$ cat src/rtl/jtag_pkg.sv
// jtag_pkg: command opcodes, IEEE 1149.1 TAP state encoding and next-state function
package jtag_pkg;

    localparam logic [1:0] OP_RESET = 2'd0;
    localparam logic [1:0] OP_IDLE  = 2'd1;
    localparam logic [1:0] OP_IR    = 2'd2;
    localparam logic [1:0] OP_DR    = 2'd3;

    typedef enum logic [3:0] {
        EXIT2_DR = 4'h0,
        EXIT1_DR = 4'h1,
        SHIFT_DR = 4'h2,
        PAUSE_DR = 4'h3,
        SEL_IR   = 4'h4,
        UPD_DR   = 4'h5,
        CAP_DR   = 4'h6,
        SEL_DR   = 4'h7,
        EXIT2_IR = 4'h8,
        EXIT1_IR = 4'h9,
        SHIFT_IR = 4'hA,
        PAUSE_IR = 4'hB,
        RTI      = 4'hC,
        UPD_IR   = 4'hD,
        CAP_IR   = 4'hE,
        TLR      = 4'hF
    } tap_state_e;

    function automatic tap_state_e tap_next(input tap_state_e s, input logic tms);
        case (s)
            TLR:      tap_next = tms ? TLR      : RTI;
            RTI:      tap_next = tms ? SEL_DR   : RTI;
            SEL_DR:   tap_next = tms ? SEL_IR   : CAP_DR;
            CAP_DR:   tap_next = tms ? EXIT1_DR : SHIFT_DR;
            SHIFT_DR: tap_next = tms ? EXIT1_DR : SHIFT_DR;
            EXIT1_DR: tap_next = tms ? UPD_DR   : PAUSE_DR;
            PAUSE_DR: tap_next = tms ? EXIT2_DR : PAUSE_DR;
            EXIT2_DR: tap_next = tms ? UPD_DR   : SHIFT_DR;
            UPD_DR:   tap_next = tms ? SEL_DR   : RTI;
            SEL_IR:   tap_next = tms ? TLR      : CAP_IR;
            CAP_IR:   tap_next = tms ? EXIT1_IR : SHIFT_IR;
            SHIFT_IR: tap_next = tms ? EXIT1_IR : SHIFT_IR;
            EXIT1_IR: tap_next = tms ? UPD_IR   : PAUSE_IR;
            PAUSE_IR: tap_next = tms ? EXIT2_IR : PAUSE_IR;
            EXIT2_IR: tap_next = tms ? UPD_IR   : SHIFT_IR;
            UPD_IR:   tap_next = tms ? SEL_DR   : RTI;
        endcase
    endfunction

endpackage

$ cat src/rtl/tap_state_tracker.sv
// tap_state_tracker: follows the target TAP position, advancing on each qualified TCK
module tap_state_tracker
    import jtag_pkg::*;
(
    input  logic       clk,
    input  logic       TRST,
    input  logic       tck_en,
    input  logic       tms,
    output logic [3:0] state
);

    tap_state_e s;

    assign state = s;

    always_ff @(posedge clk or posedge TRST)
        if (TRST) s <= TLR;
        else if (tck_en) s <= tap_next(s, tms);

endmodule

$ cat src/rtl/tap_scan_sequencer.sv
// tap_scan_sequencer: turns RESET/IDLE/SCAN commands into registered TMS/TDI/TCK-enable
// streams and returns the TDO bits captured while the target sits in Shift-IR/DR.
module tap_scan_sequencer
    import jtag_pkg::*;
#(
    parameter int MAX_LEN = 32,
    parameter int LEN_W   = 6
) (
    input  logic               clk,
    input  logic               TRST,
    input  logic               cmd_valid,
    output logic               cmd_ready,
    input  logic [1:0]         cmd_op,
    input  logic [LEN_W-1:0]   cmd_len,
    input  logic [MAX_LEN-1:0] cmd_tdi,
    output logic               tms,
    output logic               tdi,
    output logic               tck_en,
    input  logic               tdo,
    output logic               rsp_valid,
    output logic               rsp_err,
    output logic [MAX_LEN-1:0] rsp_tdo,
    output logic [3:0]         tap_obs
);

    localparam logic [2:0] READY    = 3'd0;
    localparam logic [2:0] PRE      = 3'd1;
    localparam logic [2:0] NAV_IN   = 3'd2;
    localparam logic [2:0] SHIFT    = 3'd3;
    localparam logic [2:0] NAV_OUT  = 3'd4;
    localparam logic [2:0] IDLE_RUN = 3'd5;
    localparam logic [2:0] RST_SEQ  = 3'd6;
    localparam logic [2:0] RESP     = 3'd7;

    logic [2:0]         st, nxt_st;
    logic [LEN_W-1:0]   cnt, nxt_cnt, last;
    logic [1:0]         op;
    logic               zero, accept, bad, pre_req, issue, nxt_tms;
    logic [MAX_LEN-1:0] dat;

    tap_state_tracker u_tracker (
        .clk    (clk),
        .TRST   (TRST),
        .tck_en (tck_en),
        .tms    (tms),
        .state  (tap_obs)
    );

    assign cmd_ready = st == READY;
    assign accept    = cmd_valid && cmd_ready;
    assign bad       = cmd_len == '0 || cmd_len > LEN_W'(MAX_LEN);
    assign pre_req   = tap_obs == TLR;

    // st/cnt name the bit that will be on the wire in the next cycle, so outputs register straight from them
    always_comb begin
        nxt_st  = st;
        nxt_cnt = cnt + LEN_W'(1);
        case (st)
            READY: begin
                nxt_cnt = '0;
                if (cmd_valid)
                    nxt_st = cmd_op == OP_RESET ? RST_SEQ :
                             cmd_op == OP_IDLE  ? (pre_req ? PRE : cmd_len == '0 ? RESP : IDLE_RUN) :
                             bad ? RESP : pre_req ? PRE : NAV_IN;
            end
            PRE: begin
                nxt_cnt = '0;
                nxt_st  = op != OP_IDLE ? NAV_IN : zero ? RESP : IDLE_RUN;
            end
            NAV_IN:   if (cnt == (op == OP_IR ? LEN_W'(3) : LEN_W'(2))) begin nxt_st = SHIFT; nxt_cnt = '0; end
            SHIFT:    if (cnt == last) begin nxt_st = NAV_OUT; nxt_cnt = '0; end
            NAV_OUT:  if (cnt == LEN_W'(1)) nxt_st = RESP;
            IDLE_RUN: if (cnt == last) nxt_st = RESP;
            RST_SEQ:  if (cnt == LEN_W'(4)) nxt_st = RESP;
            default:  nxt_st = READY;
        endcase
        issue   = nxt_st != READY && nxt_st != RESP;
        nxt_tms = (nxt_st == NAV_IN && (nxt_cnt == '0 || (op == OP_IR && nxt_cnt == LEN_W'(1)))) ||
                  (nxt_st == SHIFT && nxt_cnt == last) ||
                  (nxt_st == NAV_OUT && nxt_cnt == '0) ||
                  nxt_st == RST_SEQ;
    end

    always_ff @(posedge clk or posedge TRST)
        if (TRST) begin
            st        <= READY;
            cnt       <= '0;
            last      <= '0;
            op        <= OP_RESET;
            zero      <= 1'b0;
            dat       <= '0;
            tms       <= 1'b1;
            tdi       <= 1'b0;
            tck_en    <= 1'b0;
            rsp_valid <= 1'b0;
            rsp_err   <= 1'b0;
            rsp_tdo   <= '0;
        end else begin
            st        <= nxt_st;
            cnt       <= nxt_cnt;
            tck_en    <= issue;
            tms       <= issue ? nxt_tms : tms;
            tdi       <= nxt_st == SHIFT && dat[0];
            rsp_valid <= nxt_st == RESP;
            rsp_err   <= accept && cmd_op[1] && bad;
            if (accept) begin
                op      <= cmd_op;
                last    <= cmd_len - LEN_W'(1);
                zero    <= cmd_len == '0;
                dat     <= cmd_tdi;
                rsp_tdo <= '0;
            end else begin
                if (nxt_st == SHIFT) dat <= dat >> 1;
                if (tck_en && (tap_obs == SHIFT_DR || tap_obs == SHIFT_IR))
                    rsp_tdo <= rsp_tdo | (MAX_LEN'(tdo) << cnt);
            end
        end

endmodule

$ cat config.mk
export PLATFORM = sky130hd
export DESIGN_NAME = tap_scan_sequencer
export DESIGN_NICKNAME = d
export VERILOG_FILES = /design/src/rtl/jtag_pkg.sv /design/src/rtl/tap_state_tracker.sv /design/src/rtl/tap_scan_sequencer.sv
export SDC_FILE = /design/constraint.sdc
export NUM_CORES = 1
export LEC_CHECK = 0
export CORE_MARGIN = 5
export CORE_UTILIZATION = 45
export DETAILED_ROUTE_END_ITERATION = 12
export GPL_TIMING_DRIVEN = 1
export PLACE_DENSITY_LB_ADDON = 0.08
export SETUP_SLACK_MARGIN = 0.1
export SYNTH_ARGS = -nofsm -noshare
export SYNTH_HDL_FRONTEND = slang
export SYNTH_SLANG_ARGS = --single-unit
$ cat constraint.sdc
create_clock -name clk -period 7.73 [get_ports clk]
set_clock_uncertainty 0.15 [all_clocks]
set_input_delay 1.546 -clock clk [delete_from_list [all_inputs] [get_ports clk]]
set_output_delay 1.546 -clock clk [all_outputs]
set_load 0.02 [all_outputs]
# Word level (Yosys, flattened, before mapping)
# Cells that the tools add are included.
[word_totals] reg_bits=91 mem_bits_rw=0 word_cells=118 rom_bits=0 latch_bits=0 memories=0
[classes] n_div=0 multipliers=0 n_eq_ne=36 mux=36 n_lt_le_gt_ge=1 n_reduce_logical=28 bitwise=1 n_shift=1 addsub=2
[ops] op="$mux W32" n=4
[ops] op="$pmux W4 S12" n=1
[ops] op="$mux W3" n=15
[ops] op="$eq A4 B4 Y1 const B" n=8
[ops] op="$or A32 B32 Y32" n=1
[ops] op="$shl A1 B6 Y32" n=1
[ops] op="$pmux W3 S7" n=1
[ops] op="$eq A3 B3 Y1 const B" n=6
[ops] op="$mux W2" n=9
[ops] op="$pmux W6 S3" n=1
[ops] op="$eq A4 B3 Y1 const B" n=4
[ops] op="$eq A3 B2 Y1 const B" n=4
[ops] op="$eq A6 B1 Y1 const B" n=2
[ops] op="$eq A6 B6 Y1" n=2
[ops] op="$logic_not A6 Y1" n=2
[ops] op="$mux W6" n=2
[ops] op="$logic_and A1 B1 Y1" n=10
[ops] op="$eq A4 B2 Y1 const B" n=2
[ops] op="$add A6 B1 Y6 const B" n=1
[ops] op="$eq A6 B2 Y1" n=1
[ops] op="$eq A6 B3 Y1 const B" n=1
[ops] op="$gt A6 B6 Y1 const B" n=1
[ops] op="$logic_or A1 B1 Y1" n=6
[ops] op="$reduce_or A2 Y1" n=3
[ops] op="15 further kinds" n=17

# Logic depth before layout (Yosys ltp)
[depth] ltp_word=12 mapped_depth=12 ltp_nobuf=11

# Hierarchy
# From an unflattened synthesis, not the netlist that was laid out.
[unflattened] cells_unflattened=467 hier_area_um2=4500.6
[by_module_without_submodules] module="tap_scan_sequencer" area_each_um2=4262.8 seq_area_each_um2=2178.3 cells_each=443 n_inst=1
[by_module_without_submodules] module="tap_state_tracker" area_each_um2=237.7 seq_area_each_um2=105.1 cells_each=24 n_inst=1

# Worst setup path before layout
# Ideal clock, no wire load.
[synth_path] path_kind="input to register" startpoint="input port cmd_len[0]" endpoint="register dat[10]" arrival_time_ns=3.309 setup_slack_ns=4.145 path_stages=11 path_buffers=2 cell_sequence="inv_1 > ha_1 > nor4b_2 > xnor2_1 > a311oi_1 > or3_1 > buf_2 > o21ai_2 > nor2_4 > buf_6 > a221o_1"
[synth_via] elab_chain_len=9 elab_cells_between_ends=12 classes_between="order compare (1); eq/ne (1); mux (7); reduce/logical (3)"
[synth_lines] element="from (decl)" line="tap_scan_sequencer.sv:14" text="input logic [LEN_W-1:0] cmd_len,"
[synth_lines] element="$gt A6 B6 Y1 / $logic_not A6 Y1 (equally long branches)" line="tap_scan_sequencer.sv:51" text="assign bad = cmd_len == '0 || cmd_len > LEN_W'(MAX_LEN);"
[synth_lines] element="$logic_or A1 B1 Y1 *" line="tap_scan_sequencer.sv:51"
[synth_lines] element="$mux W3 *" line="tap_scan_sequencer.sv:64" text="bad ? RESP : pre_req ? PRE : NAV_IN;"
[synth_lines] element="$mux W3 *" line="tap_scan_sequencer.sv:63" text="cmd_op == OP_IDLE ? (pre_req ? PRE : cmd_len == '0 ? RESP : IDLE_RUN) :"
[synth_lines] element="$mux W3 *" line="tap_scan_sequencer.sv:62" text="nxt_st = cmd_op == OP_RESET ? RST_SEQ :"
[synth_lines] element="$mux W3 *" line="tap_scan_sequencer.sv:61" text="if (cmd_valid)"
[synth_lines] element="$pmux W3 S7 *" line="tap_scan_sequencer.sv:58" text="case (st)"
[synth_lines] element="via nxt_st[0]" line="tap_scan_sequencer.sv:35" text="logic [2:0] st, nxt_st;"
[synth_lines] element="$eq A3 B2 Y1 *" line="tap_scan_sequencer.sv:113" text="if (nxt_st == SHIFT) dat <= dat >> 1;"
[synth_lines] element="$reduce_bool A2 Y1 (no line) *"
[synth_lines] element="to (signal assigned)" line="tap_scan_sequencer.sv:110" text="dat <= cmd_tdi;"
[synth_lines] element="to (signal assigned)" line="tap_scan_sequencer.sv:113"
[synth_lines] element="to (decl)" line="tap_scan_sequencer.sv:39" text="logic [MAX_LEN-1:0] dat;"
# The timed path passes the listed nets; every way through them passes the cells marked *.
# A chain may end at the register's enable or synchronous reset.

# Worst setup path in the final report
[layout_path] startpoint="input port cmd_len[0]" endpoint="register dat[12]"
[layout_via] elab_chain_len=9 elab_cells_between_ends=12 classes_between="order compare (1); eq/ne (1); mux (7); reduce/logical (3)"
[layout_lines] element="$gt A6 B6 Y1 / $logic_not A6 Y1 (equally long branches)" line="tap_scan_sequencer.sv:51, tap_scan_sequencer.sv:63"
[layout_lines] element="$logic_or A1 B1 Y1 / $mux W2 (equally long branches)" line="tap_scan_sequencer.sv:51, tap_scan_sequencer.sv:63"
[layout_lines] element="$mux W3 (on tied branches)" line="tap_scan_sequencer.sv:64, tap_scan_sequencer.sv:63"
[layout_lines] element="$mux W3 *" line="tap_scan_sequencer.sv:63"
[layout_lines] element="$mux W3 *" line="tap_scan_sequencer.sv:62"
[layout_lines] element="$mux W3 *" line="tap_scan_sequencer.sv:61"
[layout_lines] element="$pmux W3 S7 *" line="tap_scan_sequencer.sv:58"
[layout_lines] element="$eq A3 B2 Y1 *" line="tap_scan_sequencer.sv:113"
[layout_lines] element="$reduce_bool A2 Y1 (no line) *"
# Mark *: on every way between the ends. The rest lies on a longest branch, timed or not.

==> results.toml <==
[logic_synthesis]
synth.ff_latch_count = 91
netlist_instances = 455
synthArstFlopShare_pct = 100
synth_edf_count = 0
synth_warnings = 0
ys_types = 64
synth_ff_type = "dfrtp_1"
synth_area_per_cell_um2 = 9.92
ys_top_cells_by_area = "dfrtp_1 (48%), a221o_1 (6.7%), nor2_1 (5.0%), and3_1 (4.4%), a21oi_1 (4.0%)"
synth_top_area_share_pct = 47.7
syn_nets = 504
synth_top_cell_by_area = "dfrtp_1"
yosysSeqAreaShare_pct = 50.6
syn_area_mm2 = 0.00451

[power]
p_per_area_mw_per_mm2 = 357
pwr-share-seq_pct = 40.0
p_sw_w = 0.000829
leakagePower_nw = 2.53
swShare_pct = 41.7
ir_drop_mv = 0.140
total_power_w = 0.00199
p_int_w = 0.00116
p_comb_share_pct = 45.2
clkPwrFrac_pct = 14.8

[clock_network]
post_cts_buffers = 0
post_cts_resized = 0
hold_buffers = 0
htreeDepth = 3
numCtsBuffers = 9
clock_latency_ns = 0.36
cts.sinks = 91
clock_path_buffers = 2
cts-root-buf = "clkbuf_8"
cts_tree = "done"
clk_pin_slew_ns = 0.09

[sta]
fmax_ghz = 0.208
fin_crit_ns = 4.80
setup_viol = 0
hold_violations = 0
worst_slew_pin_slew_ns = 1.01
rsz0062_at_grt = "no"
maxSlewViolCount = 0
slew-limit-headroom_pct = 32.2
min_period_over_period_pct = 62.1
fin_setup_tns_ns = 0

[placed_design]
hpwlAfterDp_mm = 7.75
place.port_buffers = 85
place_area_mm2 = 0.00539
place_congestion = 0.879
placed_cells = 644

[global_routing]
antenna_found_initial = 0
met1_usage_pct = 27.3
met3_usage_pct = 3.38
grt_pass1_vias = 3610
busiest_layer = "met2"
grt_max_degree = 69
grt_pass1_wl_mm = 18.1
grtUsageTotal_pct = 19.2
overflow = 0
grt_use_met2_pct = 29.8

[floorplanning]
dieArea_mm2 = 0.0121
io_pins = 86
die_width_um = 110
start_util_pct = 46.2
coreArea_mm2 = 0.00977
fp-row-count = 36
die_height_um = 110

[route]
dr_total_vias = 3662
wl_per_cell_um = 17.0
drt-initial-drc-count = 205
drc = 0
viasPerCell = 5.55
drt-pass1-iter-count = 4
routed_wirelength_mm = 11.2
ant_nets = 0

[finish]
design_area_mm2 = 0.00555
diodes = 0
drive_gt1_share_pct = 8.16
fin_cells = 660
fillers = 868
multiInputGateArea_mm2 = 0.00202
area_growth_pct = 23.0
seq_area_mm2 = 0.00228
fin_nets = 571

[worst_setup_path]
crit_path_start_kind = "input pin"
arrival_ns = 4.90
worstPathRequired_ns = 7.83
cp-end-kind = "flip-flop"
critical_path_class = "in2reg"
path_max_fanout = 31

[outcome]
status = "finished clean"

[worst_hold_path]
hold_path_class = "reg2reg"

[job]
drv_cap = 0
-- routing by layer --
layer / vias to the layer above / routed length, um
li1: 1756 / -
met1: 1807 / 5130
met2: 87 / 5430
met3: 12 / 532
met4: 0 / 143
met5: - / 0
-- metrics by stage --
step | setup WS [ns] | hold slack, ns | utilization [%]
floorplan | 3.68 | 0.303 | -
global placement | 2.66 | 0.327 | 55.1
global route | 2.64 | 0.364 | 56.8
CTS | 2.98 | 0.349 | 56.8
detailed placement | 2.60 | 0.320 | 55.1
finish | 2.93 | 0.349 | 56.8
-- cells by family (layout without fill, tap and decap cells) --
| family | Yosys count | count (layout) | synth area share (%) |
|---|---|---|---|
| simple gates | 176 | 176 | 20.3 |
| compound gates | 120 | 120 | 19.0 |
| flops | 91 | 91 | 50.6 |
| buf+inv | 44 | 116 | 4.79 |
| xor+xnor | 17 | 17 | 3.46 |
| fa+ha+maj | 5 | 5 | 1.39 |
| mux | 2 | 2 | 0.471 |
-- worst paths after layout --
kind | start | end | slack [ns] | cells past startpoint
setup / recovery | cmd_len[0] | dat[12] | 2.93 | 10
hold / removal | dat[0] | tdi | 0.35 | 1
setup reg to reg | cnt[3] | dat[12] | 3.94 | 7
hold reg to reg | dat[0] | tdi | 0.35 | 1
max in group asynchronous | TRST | cnt[0] | 4.92 | 3
min in group asynchronous | TRST | dat[7] | 1.40 | 2
-- cells in the mapped netlist, types with 2 or more instances --
| cell | number |
|---|---|
| dfstp_2 | 5 |
| buf_1 | 3 |
| nor2b_1 | 7 |
| and2_1 | 7 |
| o21bai_1 | 2 |
| a311oi_1 | 2 |
| ha_1 | 5 |
| dfrtp_1 | 86 |
| buf_6 | 4 |
| nand3_1 | 6 |
| a21boi_0 | 2 |
| nor2_1 | 60 |
| o211ai_1 | 2 |
| nor4_1 | 2 |
| clkbuf_1 | 15 |
| inv_1 | 12 |
| xnor2_1 | 7 |
| o21ai_0 | 20 |
| nand2b_1 | 2 |
| a32o_1 | 2 |
| nand4_1 | 5 |
| a31oi_1 | 10 |
| a221o_1 | 30 |
| xor2_1 | 9 |
| a31o_2 | 2 |
| a21oi_1 | 36 |
| and3_1 | 32 |
| and2b_1 | 2 |
| buf_2 | 9 |
| nor3_1 | 5 |
| nand2_1 | 30 |
| and4_1 | 2 |
-- critical path: stages --
cell and delay, ns:
clkdlybuf4s50_1 0.46, inv_1 0.10, ha_1 0.14, nor4b_2 0.29
xnor2_1 0.15, a311oi_1 0.33, or3_1 0.30, nand3_1 0.76
and3_1 0.53, a221o_1 0.27
-- cell usage in the layout, fill, tap and decap left out, drive strengths merged, types with 2 or more instances in the layout --
cell           count
a21boi             2
a21oi             38
a221o             30
a311oi             2
a31o               2
a31oi             11
a32o               2
and2               7
and2b              3
and3              33
and4               2
buf                3
clkbuf            11
clkdlybuf4s50     85
clkinv             2
clkinvlp           2
dfrtp             86
dfstp              5
ha                 5
inv               13
nand2             30
nand2b             2
nand3              6
nand4              5
nor2              62
nor2b              7
nor3               5
nor4               3
o211ai             3
o21ai             22
o21bai             2
or2                2
xnor2              7
xor2              10
-- flip-flops by register name, indices dropped and copies added (netlist names) --
signal	count
cnt	6
dat	32
last	6
op	2
rsp_err	1
rsp_tdo	32
rsp_valid	1
st	3
tck_en	1
tdi	1
tms	1
u_tracker.state	4
zero	1
-- layout make-up --
class | instances | share of cell area, %
clock buffers | 11 | 2.37
clock inverters | 5 | 0.676
repair buffers | 88 | 15.7
well taps | 133 | 3.00
flip-flops and latches | 91 | 41.1
multi-input cells | 320 | 36.3
inverters | 12 | 0.834
-- power by group through the flow --
stage / Combinational, W / Clock [W] / Sequential [W]
finish: 0.000897 / 0.000295 / 0.000794
global route: 0.000988 / 0.000316 / 0.000818
CTS: 0.000897 / 0.000300 / 0.000793
detailed placement: 0.000892 / 0 / 0.000797
global placement: 0.000872 / 0 / 0.000798
floorplan: 0.000667 / 0 / 0.000781
Note: power is estimated with default switching activity, not from simulation.
==> edit 1 (config.mk and constraints unchanged) <==
`MAX_LEN`: 32 -> 16.
--- a/src/rtl/tap_scan_sequencer.sv
+++ b/src/rtl/tap_scan_sequencer.sv
@@ -3,7 +3,7 @@
 module tap_scan_sequencer
     import jtag_pkg::*;
 #(
-    parameter int MAX_LEN = 32,
+    parameter int MAX_LEN = 16,
     parameter int LEN_W   = 6
 ) (
     input  logic               clk,
Ports: changed (resized cmd_tdi and rsp_tdo); port bits go from 86 to 54. No check against the original RTL was run, so the function may have changed too.
==> edit 1 against the unedited design <==
  * Synthesized area is 31% lower
  * Design area fell by 30%
  * Total power decreased by 17%
  * Highest routed layer unchanged
  * Largest power group unchanged
  * Setup slack improved by 0.40 ns
  * Routed wire length shrank 36%
  * Critical path type unchanged
  * Count of clock-buffer cells in the layout down 1
  * Sequential cell count down 32
  * Sequential power shrank 28%
  * Via count decreased by 31%
  * Utilization rose by 0.62 points
==> edit 1: results (changes against the unedited design) <==
The tools report the worst setup slack for register-to-register paths as 4.40 ns (+0.46 ns). The maximum clock insertion buffer count was 2 (unchanged). The total via count in the routed design was 2,534 (-31%); the final net count was 405 (-29%). Yosys attributes the largest share of cell area to sky130_fd_sc_hd__dfrtp_1, sky130_fd_sc_hd__dfstp_2, sky130_fd_sc_hd__nor2_1.

The tools report the wire length reported by the detailed router as 7240 um (-36%). The logs give 0.182 (-0.0103) for the global router's overall resource usage and 9 (unchanged) for the number of buffers created by CTS. The clock transition at the registers of the reported paths works out to 0.08 ns. The arrival time of the worst setup path is 4.49 ns (-0.41 ns), and the initial antenna violation count is 0 (unchanged). The logs give 2.97 ns (+0.372 ns) for the worst slack after detailed placement and 197 uV (+41%) for the peak supply drop. The share of synthesized flip-flops with an asynchronous set or reset came out at 1.00 (unchanged). The least setup slack across all paths after layout is 3.33 ns (+0.400 ns). The half-perimeter wire length after detailed placement is 5010 um (-35%), and the number of detailed-route iterations in the first pass is 5 (+1). For the quantity of gates resized following cts, the log shows 0 (unchanged).

The remaining max-slew budget at the tightest pin came out at 0.505 (+0.184). The logs give 355 (-30%) for the synthesized netlist net count and 0 (unchanged) for the sum of overflow across all layers after global routing. The number of DRC markers in iteration 0 is 90 (-56%), and the fraction of final layout cells with drive strength greater than 1 is 0.101 (+0.0192). The global-route wire length before repair was 12,200 um (-33%). The tools report the standard cell area after detailed placement as 3670 um2 (-32%). The peak fanout along the critical path came out at 19 (-39%). The tools report the share of the yosys chip area belonging to registers as 0.479 (-0.0272). Ranked by instance count, the synthesized netlist is headed by sky130_fd_sc_hd__dfrtp_1, sky130_fd_sc_hd__nor2_1, sky130_fd_sc_hd__nand2_1, sky130_fd_sc_hd__a21oi_1. The global placement routability congestion is 0.866 (-1.5%).

The root buffer cell was sky130_fd_sc_hd__clkbuf_8. The logs give 57 (-11%) for the count of cell types in the netlist and 0 (unchanged) for the post-CTS setup buffer count. The tightest min-delay check is of the reg -> reg type.

For the leakage power figure, the log shows 1.80 nW (-29%). The largest registers in the layout are dat (16), rsp_tdo (16). The pin count of the biggest net entering global routing is 60 (-13%).

The number of buffer cells added on primary ports works out to 53 (-38%). Total of warnings raised by yosys: 0 (unchanged). The run finished with clean final reports. Antenna diode instance count: 0 (unchanged). The most used flip-flop cell after synthesis is sky130_fd_sc_hd__dfrtp_1. The logs give 3 (unchanged) for the H-tree depth reported by CTS and 0.35 ns for the source-to-sink clock delay at the later pin of the worst-skew pair.
-- edit 1: metal layers --
metal	up-vias	track usage	share of wire	wire length, um
met3	16	0.0539	0.049	358
met5	-	0	0	0
met2	72	0.274	0.45	3240
met4	0	0.0855	0.027	193
li1	1234	-	-	-
met1	1212	0.239	0.48	3450
-- edit 1: through the flow --
stage | total power (W) | utilization | std cells | hold slack, ns
2_1_floorplan | 0.00112 | - | 322 | 0.291
5_1_grt | 0.00178 | 0.574 | 457 | 0.360
4_1_cts | 0.00166 | 0.574 | 457 | 0.334
3_5_place_dp | 0.00136 | 0.544 | 441 | 0.316
3_3_place_gp | 0.00135 | 0.544 | 441 | 0.307
6_report | 0.00165 | 0.574 | 457 | 0.330
-- edit 1: worst paths after layout --
path                                     start  cells past startpoint                      end
min reg2reg                dat[14]$_DFFE_PP0P_                      1      dat[14]$_DFFE_PP0P_
min in group asynchronous                 TRST                      3      dat[14]$_DFFE_PP0P_
min                        dat[14]$_DFFE_PP0P_                      1      dat[14]$_DFFE_PP0P_
max reg2reg                    st[2]$_DFF_PP0_                      9       dat[4]$_DFFE_PP0P_
max                                 cmd_len[0]                     10       dat[4]$_DFFE_PP0P_
max in group asynchronous                 TRST                      3  rsp_tdo[14]$_DFFE_PP0P_
-- edit 1: logic make-up after synthesis --
logic type	count (synthesis)	share of synthesized area
AND/OR/NAND/NOR	116	0.192
AO/OA/AOI/OAI	91	0.206
flip-flops	59	0.479
buffers and inverters	29	0.0388
XOR/XNOR	19	0.0537
adder cells (fa/ha/maj)	5	0.0202
multiplexers	3	0.0105
-- edit 1: worst max-delay path: stages --
cell	delay [ns]
sky130_fd_sc_hd__clkdlybuf4s50_1	0.43
sky130_fd_sc_hd__inv_1	0.09
sky130_fd_sc_hd__ha_1	0.14
sky130_fd_sc_hd__nor3b_2	0.26
sky130_fd_sc_hd__mux2_2	0.41
sky130_fd_sc_hd__a311oi_1	0.32
sky130_fd_sc_hd__a211oi_2	0.13
sky130_fd_sc_hd__nor3_4	0.63
sky130_fd_sc_hd__nor2_2	0.27
sky130_fd_sc_hd__a21o_1	0.25
-- edit 1: cell type report --
class | count | area (um2)
Clock inverter | 6 | 71.3
Tap cell | 80 | 100
Inverter | 13 | 48.8
Clock buffer | 10 | 138
Timing Repair Buffer | 55 | 546
Multi-Input combinational cell | 234 | 1500
Fill cell | 613 | 2880
Sequential cell | 59 | 1480
-- edit 1: where the power goes --
part	switching [W]	internal [W]	leakage, nW
registers	0.000136	0.000437	0.752
clock network	0.000136	0.000160	0.0995
logic	0.000440	0.000345	0.951
==> edit 2 (same flow settings) <==
Without the edit above. Make the reset (`TRST`) synchronous in 2 clocked blocks.
--- a/src/rtl/tap_state_tracker.sv
+++ b/src/rtl/tap_state_tracker.sv
@@ -13,7 +13,7 @@
 
     assign state = s;
 
-    always_ff @(posedge clk or posedge TRST)
+    always_ff @(posedge clk)
         if (TRST) s <= TLR;
         else if (tck_en) s <= tap_next(s, tms);
 
--- a/src/rtl/tap_scan_sequencer.sv
+++ b/src/rtl/tap_scan_sequencer.sv
@@ -81,7 +81,7 @@
                   nxt_st == RST_SEQ;
     end
 
-    always_ff @(posedge clk or posedge TRST)
+    always_ff @(posedge clk)
         if (TRST) begin
             st        <= READY;
             cnt       <= '0;
Function: differs if TRST is asserted again (counterexample within 4 cycles, from zero or initial values and one cycle with TRST high); with TRST held inactive, the same outputs for 10 cycles.
==> edit 2 against the unedited design <==
  * Synthesized area shrank 3.4%
  * Largest cell class is now multi-input combinational cells
  * Register-to-register slack gained 0.30 ns
  * Design area shrank 3.0%
  * Combinational power shrank 9.8%
  * Sequential power shrank 16%
  * Sequential cell count is the same
  * Total power shrank 10%
  * Highest routed layer unchanged
  * Synthesized cell count grew 13%
  * Setup slack gained 0.41 ns
  * Routed wire length shrank 9.8%
==> edit 2: results (changes against the unedited design) <==
For the worst hold slack, the log shows 0.312 ns (-0.0363 ns). The half-perimeter wire length after detailed placement came out at 7210 um (-7.0%). The highest cell delay on the worst timing path is 0.64 ns (-0.12 ns). The source-to-sink clock delay at the later pin of the worst-skew pair was 0.34 ns (-0.02 ns). The run gives 624 (+9.3%) as the final net count.

The share of the yosys chip area belonging to registers was 0.418 (-0.0880); the fraction of final layout cells with drive strength greater than 1 was 0.107 (+0.0255). The via count of the first global-routing pass was 3,513 (-2.7%). The run gives 561 (+11%) as the synthesized netlist net count. The number of DRC markers in iteration 0 is 219 (+6.8%), and the standard cell area after detailed placement is 5200 um2 (-3.4%).

For the final-layout fill cell count, the log shows 929 (+7.0%). The global-route wire length before repair was 16,800 um (-7.4%). The flow ran to the end, and the final reports show no timing, DRC or antenna violations.

The depth of the worst hold-timing path is 2 (+1). The share of synthesized flip-flops with an asynchronous set or reset is 0 (-1.00), and the wire length reported by the detailed router is 10,100 um (-9.8%). For this design, the slowest cell found on the critical path is sky130_fd_sc_hd__nand3_4. The tools report the leakage power figure as 2.02 nW (-20%). The worst setup slack for register-to-register paths is 4.24 ns (+0.30 ns).

The tools report the number of detailed-route iterations in the first pass as 5 (+1). The total instance count after detailed placement was 697 (+8.2%). For the global router's overall resource usage, the log shows 0.175 (-0.0167). Remaining max-slew budget at the tightest pin: 0.228 (-0.0941). For the count of cell types in the netlist, the log shows 53 (-17%). The tools report the pin count of the biggest net entering global routing as 65 (-5.8%).
edit 2: where the power goes:
group / switching, W / leakage (nW) / internal [W]
clock network: 0.000164 / 0.0955 / 0.000148
logic: 0.000483 / 1.18 / 0.000326
registers: 0.0000972 / 0.744 / 0.000566
edit 2: metal layers:
metal / vias to the layer above / routed length [um] / GRT usage
met2: 91 / 4800 / 0.288
met3: 6 / 448 / 0.0299
met4: 0 / 79 / 0.0514
met5: - / 0 / 0
li1: 1915 / - / -
met1: 1744 / 4820 / 0.236
edit 2: logic make-up after synthesis:
group | after synthesis | share of synthesized area
DFF | 91 | 0.418
and+or+nand+nor | 230 | 0.239
adders and majority gates | 5 | 0.0143
xor gates and xnor gates | 19 | 0.0382
buffers and inverters | 45 | 0.0522
AOI/OAI and AO/OA | 122 | 0.239
edit 2: how the worst max path moves through the flow:
stage	startpoint	end	slack [ns]	cells after the start
floorplan	cmd_len[0]	dat[24]$_SDFFE_PP0P_	4.20	10
global placement	cmd_len[0]	dat[2]$_SDFFE_PP0P_	3.02	11
detailed placement	cmd_len[0]	dat[18]$_SDFFE_PP0P_	2.96	11
CTS	cmd_len[0]	dat[2]$_SDFFE_PP0P_	3.32	11
global route	cmd_len[0]	dat[1]$_SDFFE_PP0P_	3.04	11
finish	cmd_len[0]	dat[2]$_SDFFE_PP0P_	3.34	11
edit 2: area by class of cell:
cell class	count	area [um2]	area share
multi-input cells	376	2310	0.429
flip-flops and latches	91	1820	0.338
repair buffers	88	868	0.161
well taps	133	166	0.0309
clock buffers	9	124	0.0230
clock inverters	6	65.1	0.0121
inverters	9	33.8	0.00627
edit 2: stage by stage:
stage	total power (W)	util
after floorplan	0.00132	-
after global placement	0.00146	0.542
after detailed placement	0.00149	0.542
after CTS	0.00180	0.562
after global routing	0.00192	0.562
final	0.00179	0.562
